## config.mk

```make
export PLATFORM = sky130hd
export DESIGN_NAME = ram_arbiter_flat
export DESIGN_NICKNAME = d
export VERILOG_FILES = /design/src/rtl/ram_arbiter_if.sv /design/src/rtl/ram_arbiter.sv /design/src/flat_wrapper.sv
export SDC_FILE = /design/constraint.sdc
export NUM_CORES = 1
export LEC_CHECK = 0
export CELL_PAD_IN_SITES_DETAIL_PLACEMENT = 0
export CELL_PAD_IN_SITES_GLOBAL_PLACEMENT = 1
export CORE_MARGIN = 2
export CORE_UTILIZATION = 25
export DETAILED_ROUTE_END_ITERATION = 8
export HOLD_SLACK_MARGIN = 0.08
export PLACE_DENSITY_LB_ADDON = 0.1
export RECOVER_POWER = 25
export SLEW_MARGIN = 20
export SYNTH_ARGS = -nofsm -noshare
export SYNTH_HDL_FRONTEND = slang
export SYNTH_SLANG_ARGS = --single-unit
```

## constraint.sdc

```tcl
create_clock -name clk -period 1.5 [get_ports clk]
set_input_delay 0.45 -clock clk [delete_from_list [all_inputs] [get_ports clk]]
set_output_delay 0.45 -clock clk [all_outputs]
set_load 0.02 [all_outputs]
```

## src/rtl/ram_arbiter_if.sv

```systemverilog
// Client and ram signal bundle for the two-client ram arbiter.
// slave is the arbiter side; master is the clients-plus-ram side.
interface ram_arbiter_if;
    logic        req0_valid;
    logic        req0_mode;
    logic [31:0] req0_address;
    logic [31:0] req0_data;
    logic        req0_ready;
    logic        req0_done;
    logic [31:0] req0_out;
    logic        req1_valid;
    logic        req1_mode;
    logic [31:0] req1_address;
    logic [31:0] req1_data;
    logic        req1_ready;
    logic        req1_done;
    logic [31:0] req1_out;
    logic        mem_req;
    logic        mem_mode;
    logic [31:0] mem_address;
    logic [31:0] mem_data;
    logic        mem_response;
    logic [31:0] mem_out;
    logic        err;

    modport slave (
        input  req0_valid, req0_mode, req0_address, req0_data,
        input  req1_valid, req1_mode, req1_address, req1_data,
        input  mem_response, mem_out,
        output req0_ready, req0_done, req0_out,
        output req1_ready, req1_done, req1_out,
        output mem_req, mem_mode, mem_address, mem_data, err
    );

    modport master (
        output req0_valid, req0_mode, req0_address, req0_data,
        output req1_valid, req1_mode, req1_address, req1_data,
        output mem_response, mem_out,
        input  req0_ready, req0_done, req0_out,
        input  req1_ready, req1_done, req1_out,
        input  mem_req, mem_mode, mem_address, mem_data, err
    );
endinterface

```

## src/rtl/ram_arbiter.sv

```systemverilog
// Round-robin arbiter sharing one single-ported ram between two clients,
// with a watchdog that force-completes a ram transaction that hangs.
module ram_arbiter #(
    parameter int RAM_SIZE = 4096,
    parameter int TIMEOUT  = 64,
    parameter int CNT_W    = 7
) (
    input  logic         clk,
    input  logic         rst_n,
    ram_arbiter_if.slave bus
);
    typedef enum logic [2:0] {IDLE, ISSUE, ACK, BUSY, DONE} state_t;

    localparam logic [31:0]      ADDR_MASK = 32'(RAM_SIZE - 1);
    localparam logic [CNT_W-1:0] WD_LAST   = CNT_W'(TIMEOUT - 1);

    state_t           state_q;
    logic             rr_q;
    logic             owner_q;
    logic             err_q;
    logic [CNT_W-1:0] wd_q;
    logic             rdy0_q, rdy1_q;
    logic             done0_q, done1_q;
    logic [31:0]      out0_q, out1_q;
    logic             mem_req_q;
    logic             mem_mode_q;
    logic [31:0]      mem_addr_q;
    logic [31:0]      mem_data_q;

    logic        gnt_vld_d;
    logic        gnt_d;
    logic        fin_ok_d;
    logic        fin_to_d;
    logic [31:0] fin_val_d;

    always_comb begin
        gnt_vld_d = bus.req0_valid | bus.req1_valid;
        gnt_d     = (bus.req0_valid & bus.req1_valid) ? rr_q : bus.req1_valid;
        fin_ok_d  = (state_q == BUSY) & ~bus.mem_response;
        // a genuine completion on the last watchdog cycle wins over the timeout
        fin_to_d  = (wd_q == WD_LAST) &
                    (((state_q == ACK) & ~bus.mem_response) |
                     ((state_q == BUSY) & bus.mem_response));
        fin_val_d = (fin_ok_d & ~mem_mode_q) ? bus.mem_out : 32'h0;
    end

    always_ff @(posedge clk) begin
        if (!rst_n) begin
            state_q    <= IDLE;
            rr_q       <= 1'b0;
            owner_q    <= 1'b0;
            err_q      <= 1'b0;
            wd_q       <= '0;
            rdy0_q     <= 1'b0;
            rdy1_q     <= 1'b0;
            done0_q    <= 1'b0;
            done1_q    <= 1'b0;
            out0_q     <= 32'h0;
            out1_q     <= 32'h0;
            mem_req_q  <= 1'b0;
            mem_mode_q <= 1'b0;
            mem_addr_q <= 32'h0;
            mem_data_q <= 32'h0;
        end else begin
            rdy0_q    <= 1'b0;
            rdy1_q    <= 1'b0;
            done0_q   <= 1'b0;
            done1_q   <= 1'b0;
            mem_req_q <= 1'b0;
            unique case (state_q)
                IDLE: begin
                    if (gnt_vld_d) begin
                        owner_q    <= gnt_d;
                        rdy0_q     <= ~gnt_d;
                        rdy1_q     <= gnt_d;
                        mem_req_q  <= 1'b1;
                        mem_mode_q <= gnt_d ? bus.req1_mode : bus.req0_mode;
                        mem_addr_q <= (gnt_d ? bus.req1_address
                                             : bus.req0_address) & ADDR_MASK;
                        mem_data_q <= gnt_d ? bus.req1_data : bus.req0_data;
                        state_q    <= ISSUE;
                    end
                end
                ISSUE: begin
                    wd_q    <= '0;
                    state_q <= ACK;
                end
                ACK, BUSY: begin
                    wd_q <= wd_q + 1'b1;
                    if (fin_ok_d || fin_to_d) begin
                        state_q <= DONE;
                        err_q   <= err_q | fin_to_d;
                        if (owner_q) begin
                            out1_q  <= fin_val_d;
                            done1_q <= 1'b1;
                        end else begin
                            out0_q  <= fin_val_d;
                            done0_q <= 1'b1;
                        end
                    end else if (state_q == ACK && bus.mem_response) begin
                        state_q <= BUSY;
                    end
                end
                DONE: begin
                    rr_q    <= ~owner_q;
                    state_q <= IDLE;
                end
                default: state_q <= IDLE;
            endcase
        end
    end

    assign bus.req0_ready  = rdy0_q;
    assign bus.req1_ready  = rdy1_q;
    assign bus.req0_done   = done0_q;
    assign bus.req1_done   = done1_q;
    assign bus.req0_out    = out0_q;
    assign bus.req1_out    = out1_q;
    assign bus.mem_req     = mem_req_q;
    assign bus.mem_mode    = mem_mode_q;
    assign bus.mem_address = mem_addr_q;
    assign bus.mem_data    = mem_data_q;
    assign bus.err         = err_q;
endmodule

```

## src/flat_wrapper.sv

```systemverilog
// flat-port wrapper written by rule: the top's interface ports become plain ports
module ram_arbiter_flat 
#(
    parameter int RAM_SIZE = 4096,
    parameter int TIMEOUT  = 64,
    parameter int CNT_W    = 7
)
  (clk, rst_n, bus_req0_valid, bus_req0_mode, bus_req0_address, bus_req0_data, bus_req1_valid, bus_req1_mode, bus_req1_address, bus_req1_data, bus_mem_response, bus_mem_out, bus_req0_ready, bus_req0_done, bus_req0_out, bus_req1_ready, bus_req1_done, bus_req1_out, bus_mem_req, bus_mem_mode, bus_mem_address, bus_mem_data, bus_err);
  ram_arbiter_if bus_i ();
  input  logic clk;
  input  logic rst_n;
  input wire logic [$bits(bus_i.req0_valid)-1:0] bus_req0_valid;
  input wire logic [$bits(bus_i.req0_mode)-1:0] bus_req0_mode;
  input wire logic [$bits(bus_i.req0_address)-1:0] bus_req0_address;
  input wire logic [$bits(bus_i.req0_data)-1:0] bus_req0_data;
  input wire logic [$bits(bus_i.req1_valid)-1:0] bus_req1_valid;
  input wire logic [$bits(bus_i.req1_mode)-1:0] bus_req1_mode;
  input wire logic [$bits(bus_i.req1_address)-1:0] bus_req1_address;
  input wire logic [$bits(bus_i.req1_data)-1:0] bus_req1_data;
  input wire logic [$bits(bus_i.mem_response)-1:0] bus_mem_response;
  input wire logic [$bits(bus_i.mem_out)-1:0] bus_mem_out;
  output wire logic [$bits(bus_i.req0_ready)-1:0] bus_req0_ready;
  output wire logic [$bits(bus_i.req0_done)-1:0] bus_req0_done;
  output wire logic [$bits(bus_i.req0_out)-1:0] bus_req0_out;
  output wire logic [$bits(bus_i.req1_ready)-1:0] bus_req1_ready;
  output wire logic [$bits(bus_i.req1_done)-1:0] bus_req1_done;
  output wire logic [$bits(bus_i.req1_out)-1:0] bus_req1_out;
  output wire logic [$bits(bus_i.mem_req)-1:0] bus_mem_req;
  output wire logic [$bits(bus_i.mem_mode)-1:0] bus_mem_mode;
  output wire logic [$bits(bus_i.mem_address)-1:0] bus_mem_address;
  output wire logic [$bits(bus_i.mem_data)-1:0] bus_mem_data;
  output wire logic [$bits(bus_i.err)-1:0] bus_err;
  assign bus_i.req0_valid = bus_req0_valid;
  assign bus_i.req0_mode = bus_req0_mode;
  assign bus_i.req0_address = bus_req0_address;
  assign bus_i.req0_data = bus_req0_data;
  assign bus_i.req1_valid = bus_req1_valid;
  assign bus_i.req1_mode = bus_req1_mode;
  assign bus_i.req1_address = bus_req1_address;
  assign bus_i.req1_data = bus_req1_data;
  assign bus_i.mem_response = bus_mem_response;
  assign bus_i.mem_out = bus_mem_out;
  assign bus_req0_ready = bus_i.req0_ready;
  assign bus_req0_done = bus_i.req0_done;
  assign bus_req0_out = bus_i.req0_out;
  assign bus_req1_ready = bus_i.req1_ready;
  assign bus_req1_done = bus_i.req1_done;
  assign bus_req1_out = bus_i.req1_out;
  assign bus_mem_req = bus_i.mem_req;
  assign bus_mem_mode = bus_i.mem_mode;
  assign bus_mem_address = bus_i.mem_address;
  assign bus_mem_data = bus_i.mem_data;
  assign bus_err = bus_i.err;
  ram_arbiter #(.RAM_SIZE(RAM_SIZE), .TIMEOUT(TIMEOUT), .CNT_W(CNT_W)) u_core (.clk(clk), .rst_n(rst_n), .bus(bus_i));
endmodule
```

After elaboration in Yosys (flattened, before gate mapping) --
Cells that the tools add are included.
Word-level totals: flip-flop bits (word level) 127, input bits 167, logic and storage cells 62
Operators by class: $add $sub $neg 1, equal/unequal tests 7, mux-type cells 13, bitwise logic cells 13, reductions and logical operators 13
Operators with widths (number):
- 2-to-1 mux 32 bit | 2
- one-hot mux 7 bit (2 select lines) | 1
- 2-to-1 mux 12 bit | 1
- AND reduction 3 bit | 4
- 2-to-1 mux 3 bit | 3
- one-hot mux 3 bit (3 select lines) | 1
- AND reduction 2 bit | 4
- adder 7 x 1 -> 7 bit (second input constant) | 1
- == test 7 x 6 -> 1 bit (second input constant) | 1
- bitwise AND 1 bit | 6
- == test 3 x 2 -> 1 bit (second input constant) | 2
- 2-to-1 mux 1 bit | 5
- NOT 1 bit | 4
- == test 3 x 1 -> 1 bit (second input constant) | 1
- == test 3 bit (second input constant) | 1
- logical NOT 3 bit | 1
- inequality test 3 x 1 -> 1 bit (second input constant) | 1
- bitwise OR 1 bit | 3
- inequality test 2 x 1 -> 1 bit (second input constant) | 1
- nonzero test 2 bit | 1
- OR reduction 2 bit | 1
- logical AND 1 bit | 1
- logical OR 1 bit | 1

Logic depth before layout (Yosys ltp) --
depth after elaboration 7, gate-level depth with buffers 7, mapped depth without buffers 5

Worst setup path after synthesis --
Ideal clock, no wire load.
kind register -> register, start point register u_core.wd_q[0], end point register u_core.out0_q[10], in the netlist u_core.bus.req0_out[10], data arrival time 1.512 ns, data required time 1.409 ns, slack -0.103 ns, stages on the path, launching flop included 8, path buffers 2, clock period less this slack 1.603 ns, cells stage by stage dfxtp_1 ha_1 nand3_2 nor3_1 maj3_2 buf_4 buf_4 a311oi_1
Between the ends: cells in the longest elaborated chain, start to end 4
RTL lines:
- start, declared | line ram_arbiter.sv:21 | logic [CNT_W-1:0] wd_q;
- start signal, assigned | line ram_arbiter.sv:89 | wd_q <= wd_q + 1'b1;
- == test 7 x 6 -> 1 bit | line ram_arbiter.sv:41 | fin_to_d = (wd_q == WD_LAST) &
- bitwise AND 1 bit | line ram_arbiter.sv:41
- logical OR 1 bit | line ram_arbiter.sv:90 | if (fin_ok_d || fin_to_d) begin
- AND reduction 3 bit (no source line)
- end signal, assigned | line ram_arbiter.sv:97 | out0_q <= fin_val_d;
- end, declared | line ram_arbiter.sv:24 | logic [31:0] out0_q, out1_q;
Every way passes these cells. A chain may end at the register's enable or synchronous reset.

Worst setup path in the final report --
start point register u_core.wd_q[1], end point register u_core.out0_q[22], in the netlist u_core.bus.req0_out[22]
The elaborated chain is that of the path after synthesis.

==> impl_metrics.json <==
{
  "status": "finished, violations left",
  "violations": "negative setup slack",
  "path_max_fanout": 46,
  "grt_pass1_vias": 5322,
  "grt_max_degree": 49,
  "place_ws_ns": -0.6041,
  "final_hold_viol_count": 0,
  "dr_total_vias": 5423,
  "syn_inst": 578,
  "maxSlewViolCount": 0,
  "syn_avg_cell_area_um2": 9.438,
  "cts_buffers": 17,
  "grt_pass1_wl_um": 28100,
  "grt_usage_pct": 15.89,
  "crit_start": "u_core.wd_q[1]",
  "synth_edf_count": 0,
  "cap_violations": 0,
  "h-tree-depth": 4,
  "final_core_util_pct": 40.78,
  "finalCritPeriodShare_pct": 103.7,
  "setup_ws_ns": -0.05578,
  "clockRootBuffer": "clkbuf_16",
  "cts.clk_slew.worst_paths_ns": 0.05,
  "num_antenna_cells": 0,
  "critical_path_class": "flip-flop to flip-flop",
  "ys_types": 40,
  "drt-total-wl_um": 19040,
  "core_area_um2": 21620,
  "antenna_found_initial": 0,
  "critPathLaunchType": "flip-flop",
  "async_reset_ff_share_pct": 0,
  "drcViolationCount": 0,
  "synth_seq_cells": 127,
  "r2r_start": "u_core.wd_q[1]",
  "pin_count": 302,
  "min_from": "u_core.bus.err",
  "cp_slowest_cell": "maj3_2",
  "grt_overflow_total": 0,
  "synth_flop_cell": "dfxtp_1",
  "ir_drop_mv": 0.5821,
  "drive_above_1_share_pct": 27.51,
  "drt-initial-drc-count": 271,
  "fmax_mhz": 642.8,
  "finClkSkew_ns": 0.006745,
  "first_pass_iters": 5,
  "yosys_warnings": 0,
  "vias_per_cell": 4.812,
  "hold_ws_ns": 0.4654,
  "setup_violations": 60,
  "drtAntennaViolNets": 0,
  "busiest_layer": "met2",
  "required_ns": 1.82,
  "cts_tree": "yes",
  "die_y_um": 151.7,
  "area_delta_synth_final_pct": 61.63,
  "die_w_um": 151.7,
  "crit_chain": "ha_4 > nand3_4 > nor3_2 > maj3_2 > buf_12 > a311oi_1",
  "initial_core_util_pct": 25.23,
  "r2r_cells": 6,
  "min_path_cells": 1,
  "grtUsageMet1_pct": 18.93,
  "nFillCells": 2173,
  "rsz0062_at_grt": "yes",
  "power.density_nw_per_um2": 1181,
  "hold_path.class": "flip-flop to flip-flop",
  "leakage_uw": 0.003582,
  "crit_path_end_kind": "flip-flop",
  "slowest_delay_ns": 0.34,
  "die_area_um2": 23020,
  "place_hpwl_um": 13180,
  "worst_skew_pair.late_latency_ns": 0.42,
  "gp_congestion": 0.7221,
  "wl_per_cell_um": 16.90,
  "grt_util_met2_pct": 25.88,
  "clock_sinks": 127,
  "ys_seq_area_share_pct": 46.61,
  "grt_use_met3_pct": 6.377,
  "netlist_area_um2": 5455,
  "numPortBuffers": 241,
  "clockBufferDepth": 2,
  "fin_crit_ns": 1.556,
  "nets": 1003,
  "fp-row-count": 54,
  "worstPathArrival_ns": 1.88
}
==> synth_stat cells (2+ instances only) <==
library cell	number	area share (%)
inv_2	2	0.14
a311oi_1	65	10
nor3_1	5	0.46
o21a_1	3	0.41
mux2_1	2	0.41
and3_1	4	0.46
nand2b_1	2	0.23
a21oi_1	38	3.5
buf_4	32	4.4
o21ai_0	5	0.46
a31oi_1	32	3.7
a211oi_1	45	6.2
nor2b_1	2	0.23
mux2i_1	45	8.3
nand2_1	38	2.6
nor4_1	2	0.23
clkbuf_1	22	1.5
and2_1	4	0.46
dfxtp_1	127	47
inv_1	4	0.28
a22oi_1	2	0.28
buf_2	25	2.3
nor2_1	55	3.8
==> worst paths after layout <==
check,end,slack (ns)
worst max-delay path,u_core.bus.req0_out[22],-0.06
worst min register to register,u_core.bus.err,0.47
worst max register to register,u_core.bus.req0_out[22],-0.06
worst min-delay path,u_core.bus.err,0.47
==> per-layer routing <==
| layer | part of all wire, % | vias up |
|---|---|---|
| li1 | - | 2670 |
| met1 | 42 | 2509 |
| met2 | 48 | 223 |
| met3 | 9.5 | 21 |
| met4 | 1.4 | 0 |
| met5 | 0 | - |
==> placed cells by master, fill, tap and decap left out, types with 3 or more instances in the layout <==
cell,synthesis,final
buf_6,1,7
dfxtp_2,0,5
clkbuf_1,22,3
conb_1,1,20
mux2i_1,45,45
clkbuf_2,0,25
a211oi_1,45,43
buf_4,32,32
buf_12,0,12
a31oi_1,32,32
inv_1,4,4
nor3_1,5,4
clkdlybuf4s50_1,0,123
o21ai_0,5,5
dfxtp_1,127,121
a311oi_2,0,9
o21a_1,3,3
nor2_1,55,52
buf_2,25,73
a311oi_1,65,56
bufinv_16,0,4
clkinvlp_4,0,4
clkbuf_16,0,21
and3_1,4,4
nand2_1,38,38
clkinv_2,0,4
clkdlybuf4s15_2,0,18
a21oi_1,38,38
==> through the flow <==
stage                     setup TNS (ns)  power (uW)  instances  cell area [um2]
after floorplan                 -0.01156        5022        597             5562
after global placement            -53.53        6259       1087             8421
after detailed placement          -59.02        6283       1087             8421
after CTS                         -1.112       10600       1122             9069
after global routing              -9.090       10900       1127             8817
final                             -1.342       10410       1127             8817
==> area by class of cell <==
class                      count  area [um2]  area share (%)
tap                          280       350.3           3.973
sequential                   127        2552           28.95
timing repair buffer         299        2648           30.03
inverter                       6       23.77          0.2696
multi-input combinational    384        2631           29.84
clock buffer                  20       446.7           5.066
clock inverter                11       165.2           1.873
==> state kept, by name (all words and copies together), names as in the netlist, 3 cells and up <==
name and flops:
u_core.bus.mem_data 32, u_core.bus.req0_out 32, u_core.bus.req1_out 32, u_core.bus.mem_address 12, u_core.wd_q 7, u_core.state_q 3
==> kinds of logic after synthesis <==
logic type | after synthesis | share of synthesized area [%]
DFF | 127 | 46.61
xor gates and xnor gates | 1 | 0.1606
muxes | 47 | 8.670
buffers and inverters | 86 | 8.830
AOI/OAI and AO/OA | 195 | 25.64
other | 1 | 0.06874
adders and majority gates | 2 | 0.4357
and+or+nand+nor | 119 | 9.587
==> power by group <==
part,internal [uW],total [uW],switching (uW)
combinational,1050,2330,1280
clock,2800,4320,1510
sequential,3620,3760,141
total,7470,10400,2940
==> repair_timing <==
item                       in CTS  in global routing
setup buffers                   2                  2
hold buffers                    0                  0
gates resized for setup       398                 83
pin swaps                       5                 10
setup endpoints to repair     218                160
gates cloned                    2                  3
==> critical path: cells and delay by family, from the launching register on <==
kind	cells	cell delay [ns]
fa+ha+maj	2	0.51
simple gates	2	0.16
buf+inv	1	0.20
compound gates	1	0.24
flops	1	0.33
(Power assumes the default switching activity.)
==> RTL change (config.mk and constraints unchanged) <==
`CNT_W` is set to 7 in 2 places; all go to 14.
--- a/src/rtl/ram_arbiter.sv
+++ b/src/rtl/ram_arbiter.sv
@@ -4,5 +4,5 @@
     parameter int RAM_SIZE = 4096,
     parameter int TIMEOUT  = 64,
-    parameter int CNT_W    = 7
+    parameter int CNT_W    = 14
 ) (
     input  logic         clk,
--- a/src/flat_wrapper.sv
+++ b/src/flat_wrapper.sv
@@ -4,5 +4,5 @@
     parameter int RAM_SIZE = 4096,
     parameter int TIMEOUT  = 64,
-    parameter int CNT_W    = 7
+    parameter int CNT_W    = 14
 )
   (clk, rst_n, bus_req0_valid, bus_req0_mode, bus_req0_address, bus_req0_data, bus_req1_valid, bus_req1_mode, bus_req1_address, bus_req1_data, bus_mem_response, bus_mem_out, bus_req0_ready, bus_req0_done, bus_req0_out, bus_req1_ready, bus_req1_done, bus_req1_out, bus_mem_req, bus_mem_mode, bus_mem_address, bus_mem_data, bus_err);
Function: same outputs for any inputs over 4 cycles, from zero or initial values and one cycle with rst_n low; that may be too few to reach the edited logic, so the function may still have changed.
==> RTL change against the original RTL <==
  * The flow still finishes with violations (setup timing)
  * Wire length rose by 19%
  * Critical path depth unchanged
  * Setup slack worse by 0.086 ns
  * Cell area is 19% higher
  * Count of clock-buffer cells in the layout down 2
  * Critical path type unchanged
  * Largest cell class is now multi-input gates
  * Sequential cell count increased by 7
  * Area after synthesis is 11% higher
  * Fmax decreased by 5.2%
Power is not compared: it rests on default switching activity, and its combinational part moved more than twofold at a synthesized area within 25%.
==> RTL change: results (changes against the original RTL) <==
stage;metric;value;unit;change
run_status;status;finished with violations;;
run_status;failing checks;setup timing;;
worst_hold_path;worst hold path depth;3;;+2
synth;synth top area cells;dfxtp_1 44%, a22oi_1 8.4%, mux2i_1 7.8%, a211oi_1 5.6%, nand2_1 4.5%;;
placed_design;IO Port Bufs;241;;unchanged
sta;Max-slew headroom;66.8;%;
power_and_ir_drop;Pleak;4.40;nW;
worst_hold_path;worst hold path type;primary input to flip-flop;;
cts;clock root buffer;clkbuf_16;;
global_routing;pin count of the biggest net entering global routing;47;;-4.1%
worst_setup_path;reg2reg path depth;6;;unchanged
cts;Max Buffers Root-to-Sink;2;;unchanged
worst_setup_path;Arr. time, crit path;1.97;ns;+0.09 ns
layout;Final nets;1142;;+14%
global_routing;GRT Util Overall;16.7;%;+0.83 points
cts;Clk pin slew, worst setup/hold paths;0.06;ns;
global_routing;initial antenna violation count;0;;unchanged
worst_hold_path;Worst Hold End;u_core.state_q[0];;
synth;sequential share of the synthesized area;44.4;%;-2.2 points
detailed_routing;number of DRC markers in iteration 0;272;;+0.37%
power_and_ir_drop;combinational share of power;37.5;%;
placed_design;Final HPWL DP;14.8;mm;+12%
power_and_ir_drop;Psw;5.17;mW;
detailed_routing;DR vias;6161;;+14%
sta;Worst Skew;0.0131;ns;+0.00639 ns
sta;Hold WS;0.358;ns;-0.108 ns
synth;async set-reset flop share out of synthesis;0;%;unchanged
global_routing;global-route wire length before repair;33.7;mm;+20%
sta;final setup margin;-0.141;ns;-0.0856 ns
synth;Post-Syn Area per Cell;9.24;um2;-2.1%
layout;share of cells above drive strength 1;41.1;%;+14 points
synth;leading cell types by count after synthesis;134 x dfxtp_1, 72 x nand2_1, 68 x a22oi_1;;
global_routing;vias in the first global route;6068;;+14%
worst_hold_path;min-delay src;bus_mem_response;;
placed_design;GPL Wtd Cong;0.781;;+8.2%
detailed_routing;routed len/inst;17.3;um;+2.3%
floorplan;core area;23600;um2;+9.2%
cts;CTS HTree Levels;4;;unchanged
worst_setup_path;critical path fanouts, max;3;;-93%
cts;CTS Buf Count;17;;unchanged
sta;endpoints failing setup;80;;+33%
synth;Synth cell types;53;;+33%
power_and_ir_drop;peak supply drop;514;uV;
synth;Ys Warns;0;;unchanged
placed_design;placed cell count;1232;;+13%
worst_setup_path;Reg2Reg Launch Point;u_core.wd_q[1];;
sta;part of the cycle the worst path needs;109;%;+5.7 points
sta;Fin Setup TNS;-5.58;ns;-4.24 ns
detailed_routing;DR pass1 iterations;4;;-1
layout;Diodes inserted;0;;unchanged
detailed_routing;Total Routed Length;22.6;mm;+19%
worst_setup_path;reg-to-reg critical path endpoint;u_core.bus.req1_done;;
layout;number of fill cells in the layout;2323;;+6.9%
[RTL change: cell types whose count changed in the layout (fill, tap and decap cells not counted), moves of 27 or more]
| cell | change |
|---|---|
| o21ai_2 | +38 |
| a31oi_1 | -27 |
| nand2_1 | +34 |
| a21oi_1 | -29 |
| a211oi_1 | -38 |
| a211oi_2 | +38 |
| a311oi_1 | -55 |
| buf_4 | +30 |
| nor2_1 | -29 |
| a22oi_1 | +66 |
[RTL change: metrics by stage]
step | setup WS [ns] | cell area, um2
after floorplan | -0.0143 | 6130
after global placement | -0.604 | 9240
after detailed placement | -0.642 | 9240
after CTS | -0.119 | 9980
after global routing | -0.179 | 10500
final | -0.141 | 10500
[RTL change: worst max-delay path by stage]
stage                                    endpoint  slack (ns)        startpoint  cells past startpoint
after floorplan            u_core.bus.req0_out[1]       -0.01             rst_n                      6
after global placement    u_core.bus.req0_out[18]       -0.60  bus_mem_response                      7
after detailed placement  u_core.bus.req1_out[14]       -0.64  bus_mem_response                      7
after CTS                  u_core.bus.req1_out[0]       -0.12    u_core.wd_q[1]                      8
after global routing       u_core.bus.req1_out[8]       -0.18    u_core.wd_q[1]                      8
final                        u_core.bus.req1_done       -0.14    u_core.wd_q[1]                      6
[RTL change: logic make-up (layout without fill, tap and decap cells)]
kind of cell             after synthesis  in the layout  share of synthesized area [%]
buffers and inverters                 78            392                           8.22
multiplexers                          50             50                           8.35
other                                  1             20                         0.0621
adder cells (fa/ha/maj)                1              1                          0.207
AND/OR/NAND/NOR                      173            173                           13.3
AO/OA/AOI/OAI                        217            217                           25.5
flip-flops                           134            134                           44.4
[RTL change: metal layers]
metal	vias to the layer above	global-route usage, %	share of wire [%]
li1	2998	-	-
met1	2922	19.7	43
met2	221	28.2	48
met3	20	6.38	7.9
met4	0	4.92	1.2
met5	-	0	0
[RTL change: power groups by stage]
stage	clock network, mW	logic (mW)	registers (mW)
after CTS	4.58	4.68	4.64
after global routing	4.73	5.90	4.78
after detailed placement	0	4.75	4.71
after global placement	0	4.72	4.69
final	4.46	5.50	4.69
after floorplan	0	1.57	5.38
[RTL change: final cells by class]
cell class                 count  area share [%]
multi-input combinational    461            33.1
timing repair buffer         355            31.3
sequential                   134            25.7
clock buffer                  18            4.19
tap                          319            3.81
clock inverter                14            1.77
inverter                       5           0.179
[RTL change: repair_timing]
item                                    in CTS  in global routing
setup buffers                               15                 14
gates cloned                                 8                  7
gates resized for setup                    498                150
pin swaps                                   27                 45
endpoints found under the setup margin     227                142
[RTL change: critical path, stage by stage, from the launching register on]
cell     delay [ns]
dfxtp_2        0.35
ha_4           0.15
nand3_4        0.08
or3_4          0.36
buf_4          0.15
o31a_1         0.28
nor3_2         0.20
